File: src/rtl/prv32_mdu_pkg.sv
// Shared types for the PRV32 divide unit: op encodings, FSM states, widths and
// small sign helpers used by the top-level datapath.
package prv32_mdu_pkg;

  localparam int XLEN  = 32;
  localparam int CNT_W = 5;

  typedef enum logic [1:0] {
    MDU_DIV  = 2'b00,
    MDU_DIVU = 2'b01,
    MDU_REM  = 2'b10,
    MDU_REMU = 2'b11
  } mdu_op_e;

  typedef enum logic [1:0] {
    ST_IDLE = 2'b00,
    ST_CALC = 2'b01,
    ST_DONE = 2'b10
  } mdu_state_e;

  function automatic logic [XLEN-1:0] neg_if(input logic [XLEN-1:0] v, input logic en);
    return en ? (~v + 1'b1) : v;
  endfunction

  function automatic logic is_rem_op(input mdu_op_e op);
    return (op == MDU_REM) || (op == MDU_REMU);
  endfunction

  function automatic logic is_signed_op(input mdu_op_e op);
    return (op == MDU_DIV) || (op == MDU_REM);
  endfunction

endpackage

File: src/rtl/prv32_div_step.sv
// One radix-2 restoring division iteration: shift remainder:dividend left,
// trial-subtract the divisor, keep the difference and shift in a 1 if no borrow.
module prv32_div_step
  import prv32_mdu_pkg::*;
#(
  parameter int W = XLEN
) (
  input  logic [W-1:0] rem_i,
  input  logic [W-1:0] dvd_i,
  input  logic [W-1:0] dvs_i,
  output logic [W-1:0] rem_o,
  output logic [W-1:0] dvd_o
);

  logic [W:0] shifted;
  logic [W:0] trial;
  logic       borrow;

  always_comb begin
    shifted = {rem_i, dvd_i[W-1]};
    trial   = shifted - {1'b0, dvs_i};
    borrow  = trial[W];
    rem_o   = borrow ? shifted[W-1:0] : trial[W-1:0];
    dvd_o   = {dvd_i[W-2:0], ~borrow};
  end

endmodule

File: src/rtl/prv32_mdu.sv
// PRV32 iterative divider (DIV/DIVU/REM/REMU), 32 restoring steps per op.
// Optional PRV32_MDU_EARLY_OUT_EN skips CALC for divide-by-zero and signed overflow.
module prv32_mdu #(
  parameter int XLEN = 32
) (
  input  logic            clk,
  input  logic            rst_n,
  input  logic            req_valid,
  output logic            req_ready,
  input  logic [1:0]      req_op,
  input  logic [XLEN-1:0] req_a,
  input  logic [XLEN-1:0] req_b,
  input  logic            flush,
  output logic            rsp_valid,
  input  logic            rsp_ready,
  output logic [XLEN-1:0] rsp_result,
  output logic            busy
);
  import prv32_mdu_pkg::*;

  mdu_state_e             state_q, state_d;
  mdu_op_e                op_q, op_d;
  logic [CNT_W-1:0]       cnt_q, cnt_d;
  logic [XLEN-1:0]        rem_q, rem_d;
  logic [XLEN-1:0]        dvd_q, dvd_d;
  logic [XLEN-1:0]        dvs_q, dvs_d;
  logic [XLEN-1:0]        result_q, result_d;
  logic                   q_neg_q, q_neg_d;
  logic                   r_neg_q, r_neg_d;
  logic                   div0_q, div0_d;

  mdu_op_e                req_op_e;
  logic                   a_neg, b_neg;
  logic [XLEN-1:0]        step_rem, step_dvd;
`ifdef PRV32_MDU_EARLY_OUT_EN
  logic                   special;
  logic [XLEN-1:0]        special_result;
`endif

  prv32_div_step #(.W(XLEN)) u_step (
    .rem_i (rem_q),
    .dvd_i (dvd_q),
    .dvs_i (dvs_q),
    .rem_o (step_rem),
    .dvd_o (step_dvd)
  );

  always_comb begin
    state_d  = state_q;
    op_d     = op_q;
    cnt_d    = cnt_q;
    rem_d    = rem_q;
    dvd_d    = dvd_q;
    dvs_d    = dvs_q;
    result_d = result_q;
    q_neg_d  = q_neg_q;
    r_neg_d  = r_neg_q;
    div0_d   = div0_q;

    req_op_e = mdu_op_e'(req_op);
    a_neg    = is_signed_op(req_op_e) & req_a[XLEN-1];
    b_neg    = is_signed_op(req_op_e) & req_b[XLEN-1];
`ifdef PRV32_MDU_EARLY_OUT_EN
    // Overflow: quotient equals the dividend, remainder is zero.
    special        = (req_b == '0) ||
                     (is_signed_op(req_op_e) && req_a == {1'b1, {(XLEN-1){1'b0}}} && req_b == '1);
    special_result = is_rem_op(req_op_e) ? ((req_b == '0) ? req_a : '0)
                                         : ((req_b == '0) ? '1 : req_a);
`endif

    case (state_q)
      ST_IDLE: begin
        if (req_valid) begin
          op_d    = req_op_e;
          dvd_d   = neg_if(req_a, a_neg);
          dvs_d   = neg_if(req_b, b_neg);
          rem_d   = '0;
          cnt_d   = '0;
          q_neg_d = a_neg ^ b_neg;
          r_neg_d = a_neg;
          div0_d  = (req_b == '0);
          state_d = ST_CALC;
`ifdef PRV32_MDU_EARLY_OUT_EN
          if (special) begin
            result_d = special_result;
            state_d  = ST_DONE;
          end
`endif
        end
      end
      ST_CALC: begin
        if (flush) begin
          state_d = ST_IDLE;
        end else begin
          rem_d = step_rem;
          dvd_d = step_dvd;
          cnt_d = cnt_q + 1'b1;
          if (cnt_q == CNT_W'(XLEN-1)) begin
            // Restoring division by zero leaves |a| as remainder; only the quotient needs forcing.
            result_d = is_rem_op(op_q) ? neg_if(step_rem, r_neg_q)
                                       : (div0_q ? '1 : neg_if(step_dvd, q_neg_q));
            state_d  = ST_DONE;
          end
        end
      end
      ST_DONE: begin
        if (flush || rsp_ready) state_d = ST_IDLE;
      end
      default: state_d = ST_IDLE;
    endcase
  end

  always_ff @(posedge clk) begin
    if (!rst_n) begin
      state_q  <= ST_IDLE;
      op_q     <= MDU_DIV;
      cnt_q    <= '0;
      rem_q    <= '0;
      dvd_q    <= '0;
      dvs_q    <= '0;
      result_q <= '0;
      q_neg_q  <= 1'b0;
      r_neg_q  <= 1'b0;
      div0_q   <= 1'b0;
    end else begin
      state_q  <= state_d;
      op_q     <= op_d;
      cnt_q    <= cnt_d;
      rem_q    <= rem_d;
      dvd_q    <= dvd_d;
      dvs_q    <= dvs_d;
      result_q <= result_d;
      q_neg_q  <= q_neg_d;
      r_neg_q  <= r_neg_d;
      div0_q   <= div0_d;
    end
  end

  assign req_ready  = (state_q == ST_IDLE);
  assign rsp_valid  = (state_q == ST_DONE);
  assign busy       = (state_q != ST_IDLE);
  assign rsp_result = rsp_valid ? result_q : '0;

endmodule
File: config.mk
export PLATFORM = sky130hd
export DESIGN_NAME = prv32_mdu
export DESIGN_NICKNAME = d
export VERILOG_FILES = /design/src/rtl/prv32_mdu_pkg.sv /design/src/rtl/prv32_div_step.sv /design/src/rtl/prv32_mdu.sv
export SDC_FILE = /design/constraint.sdc
export NUM_CORES = 1
export LEC_CHECK = 0
export BUFFER_PORTS_ARGS = -buffer_cell sky130_fd_sc_hd__buf_2
export CELL_PAD_IN_SITES_DETAIL_PLACEMENT = 1
export CELL_PAD_IN_SITES_GLOBAL_PLACEMENT = 2
export CORE_UTILIZATION = 36
export DETAILED_ROUTE_END_ITERATION = 10
export PLACE_DENSITY = 0.89
export REMOVE_ABC_BUFFERS = 1
export SYNTH_ARGS = -nofsm -noshare
export SYNTH_HDL_FRONTEND = slang
export SYNTH_HIERARCHICAL = 1
export SYNTH_SLANG_ARGS = --single-unit
File: constraint.sdc
create_clock -name clk -period 5.71 [get_ports clk]
set_clock_uncertainty 0.15 [all_clocks]
set_input_delay 1.142 -clock clk [delete_from_list [all_inputs] [get_ports clk]]
set_output_delay 1.142 -clock clk [all_outputs]
set_load 0.02 [all_outputs]
==> results.yml, run 1 <==
status:
  outcome: "finished clean"
clock_tree:
  worst_skew_pair.late_latency_ns: 0.42
  clock-sinks: 139
  number_of_hold_buffers_added_after_cts: 0
  cts.path.max_buffers: 2
  root_buffer: "sky130_fd_sc_hd__clkbuf_16"
  tritoncts: "done"
  clkSlewWorstSetupHoldPaths_ns: 0.06
  cts_inserted_buffers: 17
  htreeDepth: 4
sta:
  worstMarginPinSlew_ns: 1.117
  finalSetupViolations: 0
  whs_ns: 0.3001
  max_freq_ghz: 0.1844
  max_slew_margin_pct: 25.22
  period_needed_ns: 5.423
  hold_fails_final_rpt: 0
  period_share_pct: 94.98
  timing_max_transition_violations_final: 0
logic_synthesis:
  synth_enable_flop_cells: 0
  post_synth_instance_area_um2: 11050
  asyncSetResetFlopFracSynth_pct: 0
  synth-warning-count: 6
  synthCells: 1459
  ys.flop_type: "sky130_fd_sc_hd__dfxtp_1"
  synth-seq-area-share_pct: 25.18
  yosysUniqueCellTypes: 81
  post_synth.cell_area_avg_um2: 7.576
  synth_seq_cells: 139
detailed_routing:
  vias: 10830
  postRouteAntennaNets: 0
  dr.first_iter.drc_count: 588
  drt-pass1-iter-count: 5
  wire_per_inst_um: 18.87
  viasPerCell: 5.726
  drt_total_wl_um: 35680
  drt_drc_violations_left: 0
placed_design:
  place.detailed.instances: 1857
  dpl-instance-area_um2: 11700
  hpwlAfterDp_um: 26730
  gp_congestion: 0.8771
  portBuffers: 105
die:
  io-pin-count: 106
  design.core.area_um2: 29950
  rows: 63
  die-height_um: 177.2
  die_area_um2: 31410
  die_w_um: 177.2
  effective_utilization_at_floorplan_pct: 36.90
worst_setup_path:
  path_class: "reg2reg"
  worstSetupStartpoint: "dvd_q[31]$_SDFFE_PN0P_"
  worst-path-max-fanout: 13
  critPathSlowestCell: "sky130_fd_sc_hd__or4_4"
  worst_r2r_path_depth: 19
  timing.critical_path.from_type: "register"
  cp-end-kind: "register"
  reg2reg_to: "result_q[31]$_SDFFE_PN0P_"
  r2r_start: "dvd_q[31]$_SDFFE_PN0P_"
  path_cells: "inv_1 -> ha_1 -> fa_1 -> and2b_1 -> o2111ai_1 -> a21oi_2 -> o2111ai_1 -> a211oi_2 -> nor2_2 -> mux2i_1 -> and2_4 -> inv_4 -> mux2_4 -> or4_4 -> or4_1 -> o41ai_2 -> xnor2_1 -> nor2_1 -> a211oi_1"
  cp_data_required_time_ns: 5.89
  worst_path_most_repeated_cell: "sky130_fd_sc_hd__o2111ai_1"
  critPathMaxStageDelay_ns: 0.55
  cp.arrival_ns: 5.60
  reg2reg_slack_ns: 0.29
worst_hold_path:
  min_delay_path_depth: 1
  worstHoldEndpoint: "result_q[18]$_SDFFE_PN0P_"
  min_from: "result_q[18]$_SDFFE_PN0P_"
  hold_class: "reg2reg"
grt:
  grt_antenna_before_repair: 1
  grt_max_degree: 79
  grt_overall_usage_pct: 22.99
  grt_pass1_wl_um: 57400
  grt_pass1_vias: 10840
  grt-ovfl-total: 0
power_and_ir_drop:
  power_per_cell_area_nw_per_um2: 246.1
  irDropWorstVdd_mv: 0.1837
  total_leakage_power_nw: 4.913
final_layout:
  design.final.nets: 1598
  utilization_pct: 41.47
  area_overhead_of_the_layout_relative_to_synthesis_pct: 12.40
  layout.cells.most_common: "sky130_fd_sc_hd__dfxtp_1"
  final_cell_mix: "139 x sky130_fd_sc_hd__dfxtp_1, 125 x sky130_fd_sc_hd__nand2_1, 114 x sky130_fd_sc_hd__a21oi_1"
  final_design_area_no_fill_um2: 12420
  layoutNonFillerInstCount: 1891
  antennaDiodeCount: 0
  number_of_filler_cells_placed_in_the_layout: 3687
  post_route_cells_drive_above_1_share_pct: 15.19
job:
  drv_cap: 0
## cell usage after synthesis (13+ instances only)
cell	count	area share, %
sky130_fd_sc_hd__or3_1	22	1.2
sky130_fd_sc_hd__buf_4	31	2.1
sky130_fd_sc_hd__o31ai_1	24	1.6
sky130_fd_sc_hd__nand4_1	15	0.85
sky130_fd_sc_hd__mux2_4	19	2.6
sky130_fd_sc_hd__nor3_1	26	1.2
sky130_fd_sc_hd__clkbuf_1	87	3.0
sky130_fd_sc_hd__and2_1	39	2.2
sky130_fd_sc_hd__a31oi_1	19	1.1
sky130_fd_sc_hd__xor2_1	77	6.1
sky130_fd_sc_hd__nand2_1	125	4.2
sky130_fd_sc_hd__a211oi_1	23	1.6
sky130_fd_sc_hd__ha_1	38	4.3
sky130_fd_sc_hd__mux2i_1	13	1.2
sky130_fd_sc_hd__nor2b_1	15	0.85
sky130_fd_sc_hd__nand3_1	80	3.6
sky130_fd_sc_hd__nor2_1	108	3.7
sky130_fd_sc_hd__nor4_1	20	1.1
sky130_fd_sc_hd__inv_1	52	1.8
sky130_fd_sc_hd__o41ai_1	16	1.3
sky130_fd_sc_hd__a21oi_1	115	5.2
sky130_fd_sc_hd__o21ai_0	72	3.3
sky130_fd_sc_hd__a221oi_1	21	1.7
sky130_fd_sc_hd__xnor2_1	53	4.2
sky130_fd_sc_hd__dfxtp_1	139	25
sky130_fd_sc_hd__o211ai_1	23	1.6
sky130_fd_sc_hd__a21o_1	27	1.8
## kinds of logic (layout without fill, tap and decap cells)
logic type	Yosys count	in the layout	synth area share [%]
AOI/OAI and AO/OA	412	412	24.35
xor gates and xnor gates	130	130	10.30
adders and majority gates	39	39	4.483
buffers and inverters	179	221	7.279
DFF	139	139	25.18
muxes	34	34	3.962
and+or+nand+nor	526	526	24.45
## power breakdown
| part | switching [W] | internal, W |
|---|---|---|
| Combinational | 0.000431 | 0.000253 |
| Clock | 0.000469 | 0.000834 |
| Sequential | 0.0000538 | 0.00102 |
## per-stage QoR
| step | setup TNS, ns | worst slack, ns | power (W) |
|---|---|---|---|
| after floorplan | 0 | 0.2271 | 0.001527 |
| after global placement | 0 | 0.3416 | 0.001744 |
| after detailed placement | 0 | 0.1188 | 0.001761 |
| after CTS | 0 | 0.06300 | 0.003069 |
| after global routing | -0.01001 | -0.01001 | 0.003199 |
| final | 0 | 0.2865 | 0.003057 |
## critical path, delay by kind of cell (launching register included)
kind	cells	cell delay (ns)
AO/OA/AOI/OAI	6	1.60
XOR/XNOR	1	0.16
adder cells (fa/ha/maj)	2	0.63
buffers and inverters	2	0.26
flip-flops	1	0.36
multiplexers	2	0.49
AND/OR/NAND/NOR	6	1.68
## state kept, by name, summed over array words and instances (netlist names)
signal,cells
dvd_q,32
div0_q,1
state_q,2
rem_q,32
op_q,1
dvs_q,32
cnt_q,5
q_neg_q,1
result_q,32
r_neg_q,1
## how the worst max path moves through the flow
stage / end / slack (ns) / cells past startpoint
after floorplan: result_q[31]$_SDFFE_PN0P_ / 0.23 / 19
after global placement: result_q[28]$_SDFFE_PN0P_ / 0.34 / 20
after detailed placement: result_q[28]$_SDFFE_PN0P_ / 0.12 / 20
after CTS: result_q[28]$_SDFFE_PN0P_ / 0.06 / 20
after global routing: result_q[22]$_SDFFE_PN0P_ / -0.01 / 21
final: result_q[31]$_SDFFE_PN0P_ / 0.29 / 19
## routing by layer
metal | global-route usage [%] | share of wire, % | vias to the layer above
met5 | 0 | 0 | -
met4 | 5.424 | 1.7 | 0
met3 | 3.136 | 2.7 | 27
met2 | 38.41 | 48 | 155
met1 | 31.00 | 48 | 5332
li1 | - | - | 5313
## area by class of cell
| type | instances | area [µm²] | share of cell area (%) |
|---|---|---|---|
| flip-flops and latches | 139 | 2783 | 22.40 |
| clock inverters | 14 | 244.0 | 1.964 |
| repair buffers | 134 | 747.0 | 6.013 |
| inverters | 55 | 209.0 | 1.682 |
| multi-input cells | 1141 | 7513 | 60.48 |
| clock buffers | 18 | 439.2 | 3.535 |
| well taps | 390 | 488.0 | 3.928 |
## timing repair
action / CTS / global route
resized for setup: 0 / 6
setup endpoints to repair: 0 / 14
endpoints found under the hold margin: 0 / 0
buffers inserted: 0 / 2
No activity file was read; power rests on OpenSTA's default activity.
==> run 2, diff against run 1 <==
Settings changed: CORE_MARGIN set to 10.
==> results.yml, run 2 (same netlist as run 1, synthesis figures left out) <==
status:
  outcome: "finished clean"
worst_setup_path:
  cp_data_required_time_ns: 5.90
  timing.critical_path.from_type: "register"
  worstSetupStartpoint: "dvd_q[31]$_SDFFE_PN0P_"
  worst-path-max-fanout: 15
  worst_r2r_path_depth: 19
  r2r_start: "dvd_q[31]$_SDFFE_PN0P_"
  cp-end-kind: "register"
  path_class: "reg2reg"
  cp.arrival_ns: 5.59
clock_tree:
  clkSlewWorstSetupHoldPaths_ns: 0.06
  root_buffer: "sky130_fd_sc_hd__clkbuf_16"
  worst_skew_pair.late_latency_ns: 0.43
  cts.path.max_buffers: 2
  htreeDepth: 4
  cts_inserted_buffers: 17
  tritoncts: "done"
  clock-sinks: 139
placed_design:
  post-place-ws_ns: 0.1899
  gp_congestion: 0.8792
  portBuffers: 105
  hpwlAfterDp_um: 28030
detailed_routing:
  detailroute.wirelength.met3_um: 1192
  drt_total_wl_um: 37120
  met2_length_um: 17800
  postRouteAntennaNets: 0
  top_layer: "met4"
  vias: 10840
  viasPerCell: 5.722
  drt-pass1-iter-count: 8
  drt_drc_violations_left: 0
  drt-met1-wl_um: 17500
  dr.first_iter.drc_count: 612
  wire_per_inst_um: 19.59
final_layout:
  antennaDiodeCount: 0
  design.final.nets: 1596
  layout.cells.most_common: "sky130_fd_sc_hd__dfxtp_1"
  area_overhead_of_the_layout_relative_to_synthesis_pct: 12.33
  number_of_filler_cells_placed_in_the_layout: 3815
  post_route_cells_drive_above_1_share_pct: 14.88
  final_cell_mix: "139 x sky130_fd_sc_hd__dfxtp_1, 125 x sky130_fd_sc_hd__nand2_1, 114 x sky130_fd_sc_hd__a21oi_1"
sta:
  fin_ws_ns: 0.3134
  timing_max_transition_violations_final: 0
  rsz0062_at_grt: "no"
  finalSetupViolations: 0
  period_share_pct: 94.51
  worstMarginPinSlew_ns: 1.098
  max_freq_ghz: 0.1853
  max_slew_margin_pct: 26.48
  hold_fails_final_rpt: 0
  setup_tns_ns: 0
  period_needed_ns: 5.397
job:
  drv_cap: 0
worst_hold_path:
  min_from: "result_q[16]$_SDFFE_PN0P_"
  min_delay_path_depth: 1
  hold_class: "reg2reg"
die:
  rows: 64
  die-height_um: 195.2
  effective_utilization_at_floorplan_pct: 36.32
  die_w_um: 195.2
  io-pin-count: 106
  design.core.area_um2: 30430
  die_area_um2: 38110
grt:
  grt_overall_usage_pct: 18.93
  grt_pass1_wl_um: 59710
  grt-ovfl-total: 0
  grt_pass1_vias: 11250
  grt_antenna_before_repair: 0
  grt_max_degree: 79
power_and_ir_drop:
  power_per_cell_area_nw_per_um2: 249.0
  total_leakage_power_nw: 4.906
  irDropWorstVdd_mv: 0.1593
==> run 2: cell types whose count changed in the layout (fill, tap and decap cells not counted), sizes merged <==
| cell | change |
|---|---|
| buf | -2 |
| clkinvlp | -1 |
| clkbuf | +2 |
| bufinv | +1 |
| clkinv | -2 |
==> run 2: power breakdown <==
part / switching (W) / leakage (nW) / internal, W
sequential: 0.0000513 / 1.13 / 0.00102
clock: 0.000457 / 0.340 / 0.000886
combinational: 0.000431 / 3.43 / 0.000250
==> run 2: final cells by class <==
type	instances	area (µm²)	share of cell area, %
multi-input cells	1141	7502	60.43
well taps	396	495.5	3.991
clock inverters	12	241.5	1.945
clock buffers	20	456.7	3.678
repair buffers	132	728.2	5.865
flip-flops and latches	139	2783	22.41
inverters	55	209.0	1.683
==> run 2: routing by layer <==
metal | up-vias | GRT usage [%]
met1 | 5322 | 24.49
met5 | - | 0
met2 | 181 | 31.93
met4 | 0 | 4.666
li1 | 5302 | -
met3 | 38 | 3.135
==> run 2: worst paths after layout <==
kind / endpoint / slack (ns)
worst max-delay path: result_q[31]$_SDFFE_PN0P_ / 0.31
worst min-delay path: result_q[16]$_SDFFE_PN0P_ / 0.30
worst max register to register: result_q[31]$_SDFFE_PN0P_ / 0.31
worst min register to register: result_q[16]$_SDFFE_PN0P_ / 0.30
==> run 2: worst max-delay path, stage by stage, from the launching register on <==
cell                        delay [ns]
sky130_fd_sc_hd__dfxtp_1          0.35
sky130_fd_sc_hd__inv_1            0.05
sky130_fd_sc_hd__ha_1             0.22
sky130_fd_sc_hd__fa_1             0.40
sky130_fd_sc_hd__and2b_1          0.23
sky130_fd_sc_hd__o2111ai_1        0.17
sky130_fd_sc_hd__a21oi_2          0.25
sky130_fd_sc_hd__o2111ai_1        0.25
sky130_fd_sc_hd__a211oi_2         0.30
sky130_fd_sc_hd__nor2_2           0.11
sky130_fd_sc_hd__mux2i_1          0.15
sky130_fd_sc_hd__and2_4           0.18
sky130_fd_sc_hd__inv_4            0.20
sky130_fd_sc_hd__mux2_4           0.35
sky130_fd_sc_hd__or4_4            0.55
sky130_fd_sc_hd__or4_1            0.55
sky130_fd_sc_hd__o41ai_1          0.46
sky130_fd_sc_hd__xnor2_1          0.16
sky130_fd_sc_hd__nor2_1           0.06
sky130_fd_sc_hd__a211oi_1         0.16
==> run 2: what timing repair did <==
item | in CTS | in global routing
setup buffers | 0 | 0
setup endpoints to repair | 0 | 8
hold buffers | 0 | 0
gates resized for setup | 0 | 3
==> run 2: stage by stage <==
step / cell area [µm²] / total power [W] / utilization (%) / instances / hold WS, ns
2_1_floorplan: 10460 / 0.001527 / - / 1335 / 0.2613
3_3_place_gp: 11710 / 0.001746 / 38.48 / 1863 / 0.2781
3_5_place_dp: 11710 / 0.001765 / 38.48 / 1863 / 0.2812
4_1_cts: 12410 / 0.003115 / 40.77 / 1895 / 0.2966
5_1_grt: 12420 / 0.003244 / 40.80 / 1895 / 0.3132
6_report: 12420 / 0.003092 / 40.80 / 1895 / 0.2990
==> run 3, diff against run 2 <==
Settings changed: PLACE_DENSITY 0.89 to not set, PLACE_DENSITY_LB_ADDON set to 0.1.
==> results.yml, run 3 (same netlist as run 1, synthesis figures left out) <==
worst_setup_path:
  cp_data_required_time_ns: 5.83
  cpLargestDelayFamily: "simple AND/OR/NAND/NOR gates"
  critPathSlowestCell: "sky130_fd_sc_hd__or3b_2"
  reg2reg_to: "result_q[28]$_SDFFE_PN0P_"
  cp.arrival_ns: 5.46
  reg2reg_slack_ns: 0.37
  worst_r2r_path_depth: 20
  path_class: "reg2reg"
  worst-path-max-fanout: 11
  timing.critical_path.from_type: "register"
  critPathMaxStageDelay_ns: 0.46
  r2r_start: "dvd_q[31]$_SDFFE_PN0P_"
  path_cells: "inv_1 -> ha_1 -> fa_1 -> and2b_1 -> o2111ai_1 -> a21oi_2 -> o2111ai_2 -> a211oi_2 -> nor2_2 -> mux2i_1 -> and2_4 -> inv_2 -> buf_4 -> mux2_4 -> nor3_1 -> nand4_1 -> or3_4 -> or3b_2 -> a21oi_1 -> a211oi_1"
  timing.critical_path.buf_inv: 3
  cp-end-kind: "register"
sta:
  setup_tns_ns: 0
  rsz0062_at_grt: "no"
  worstMarginPinSlew_ns: 1.174
  finalSetupViolations: 0
  period_needed_ns: 5.341
  max_slew_margin_pct: 21.35
  hold_fails_final_rpt: 0
  timing_max_transition_violations_final: 0
  fin_ws_ns: 0.3687
  period_share_pct: 93.54
  max_freq_ghz: 0.1872
worst_hold_path:
  min_delay_path_depth: 1
  worstHoldEndpoint: "result_q[18]$_SDFFE_PN0P_"
  hold_class: "reg2reg"
  min_from: "result_q[18]$_SDFFE_PN0P_"
clock_tree:
  worst_skew_pair.late_latency_ns: 0.43
  root_buffer: "sky130_fd_sc_hd__clkbuf_16"
  clkSlewWorstSetupHoldPaths_ns: 0.06
  number_of_hold_buffers_added_after_cts: 0
  tritoncts: "done"
  cts.path.max_buffers: 2
  htreeDepth: 4
  clock-sinks: 139
  cts_inserted_buffers: 17
die:
  io-pin-count: 106
  effective_utilization_at_floorplan_pct: 36.32
  die-height_um: 195.2
  design.core.area_um2: 30430
  die_w_um: 195.2
  rows: 64
  die_area_um2: 38110
power_and_ir_drop:
  p_comb_share_pct: 24.2
  power.clock.fraction_pct: 38.3
  power.share.switching_pct: 32.62
  power.internal_w: 0.001925
  power_per_cell_area_nw_per_um2: 231.4
  total_leakage_power_nw: 4.873
  irDropWorstVdd_mv: 0.2079
  p_switching_w: 0.0009318
  p_seq_share_pct: 37.4
job:
  drv_cap: 0
grt:
  grt_max_degree: 79
  grt_overall_usage_pct: 19.46
  grt_pass1_vias: 11110
  grt_pass1_wl_um: 60920
  grt_antenna_before_repair: 0
  grt-ovfl-total: 0
placed_design:
  post-place-ws_ns: 0.2488
  hpwlAfterDp_um: 28800
  portBuffers: 105
  gp_congestion: 0.8229
status:
  outcome: "finished clean"
detailed_routing:
  drt_total_wl_um: 37850
  vias: 10840
  viasPerCell: 5.712
  dr.first_iter.drc_count: 508
  drt_drc_violations_left: 0
  wire_per_inst_um: 19.95
  postRouteAntennaNets: 0
  drt-pass1-iter-count: 5
final_layout:
  final_cell_mix: "139 x sky130_fd_sc_hd__dfxtp_1, 125 x sky130_fd_sc_hd__nand2_1, 114 x sky130_fd_sc_hd__a21oi_1"
  post_route_cells_drive_above_1_share_pct: 15.27
  layout.cells.most_common: "sky130_fd_sc_hd__dfxtp_1"
  area_overhead_of_the_layout_relative_to_synthesis_pct: 11.66
  design.final.nets: 1599
  number_of_filler_cells_placed_in_the_layout: 3783
==> run 3: layout make-up <==
cell class	count	area [µm²]	area share (%)
clock buffers	24	501.7	4.065
clock inverters	6	62.56	0.5069
repair buffers	135	750.7	6.083
multi-input cells	1141	7540	61.09
flip-flops and latches	139	2783	22.55
diodes	1	2.502	0.02028
well taps	396	495.5	4.015
inverters	55	206.4	1.673
==> run 3: power groups by stage <==
stage | Combinational, W | Clock (W) | Sequential, W
floorplan | 0.000449 | 0 | 0.00108
global placement | 0.000676 | 0 | 0.00109
detailed placement | 0.000684 | 0 | 0.00109
CTS | 0.000689 | 0.00112 | 0.00107
global route | 0.000774 | 0.00117 | 0.00108
finish | 0.000693 | 0.00109 | 0.00107
==> run 3: layer usage <==
metal / up-vias / part of all wire [%] / GRT usage, %
met1: 5356 / 50 / 26.62
met2: 132 / 46 / 31.73
met4: 0 / 1.1 / 3.988
li1: 5328 / - / -
met5: - / 0 / 0
met3: 20 / 2.7 / 2.775
==> run 3: how the worst max path moves through the flow <==
stage,endpoint,startpoint,slack (ns),cells after the start
6_report,result_q[28]$_SDFFE_PN0P_,dvd_q[31]$_SDFFE_PN0P_,0.37,20
5_1_grt,result_q[31]$_SDFFE_PN0P_,dvd_q[31]$_SDFFE_PN0P_,0.04,20
4_1_cts,result_q[27]$_SDFFE_PN0P_,dvd_q[31]$_SDFFE_PN0P_,0.19,20
3_5_place_dp,result_q[27]$_SDFFE_PN0P_,dvd_q[31]$_SDFFE_PN0P_,0.25,20
3_3_place_gp,result_q[31]$_SDFFE_PN0P_,dvd_q[31]$_SDFFE_PN0P_,0.29,19
2_1_floorplan,result_q[31]$_SDFFE_PN0P_,dvd_q[31]$_SDFFE_PN0P_,0.23,19
==> run 3: repair_timing <==
item	CTS	global route
resized for setup	0	7
endpoints found under the setup margin	0	12
buffers inserted	0	1
==> run 3: stage by stage <==
| stage | hold slack, ns | total power, W | area [µm²] | utilization [%] | instances |
|---|---|---|---|---|---|
| final | 0.2987 | 0.002856 | 12340 | 40.56 | 1897 |
| after global routing | 0.3049 | 0.003018 | 12340 | 40.55 | 1896 |
| after CTS | 0.2984 | 0.002879 | 12290 | 40.38 | 1895 |
| after detailed placement | 0.2839 | 0.001775 | 11720 | 38.53 | 1865 |
| after global placement | 0.2772 | 0.001765 | 11720 | 38.53 | 1865 |
| after floorplan | 0.2613 | 0.001527 | 10460 | - | 1335 |
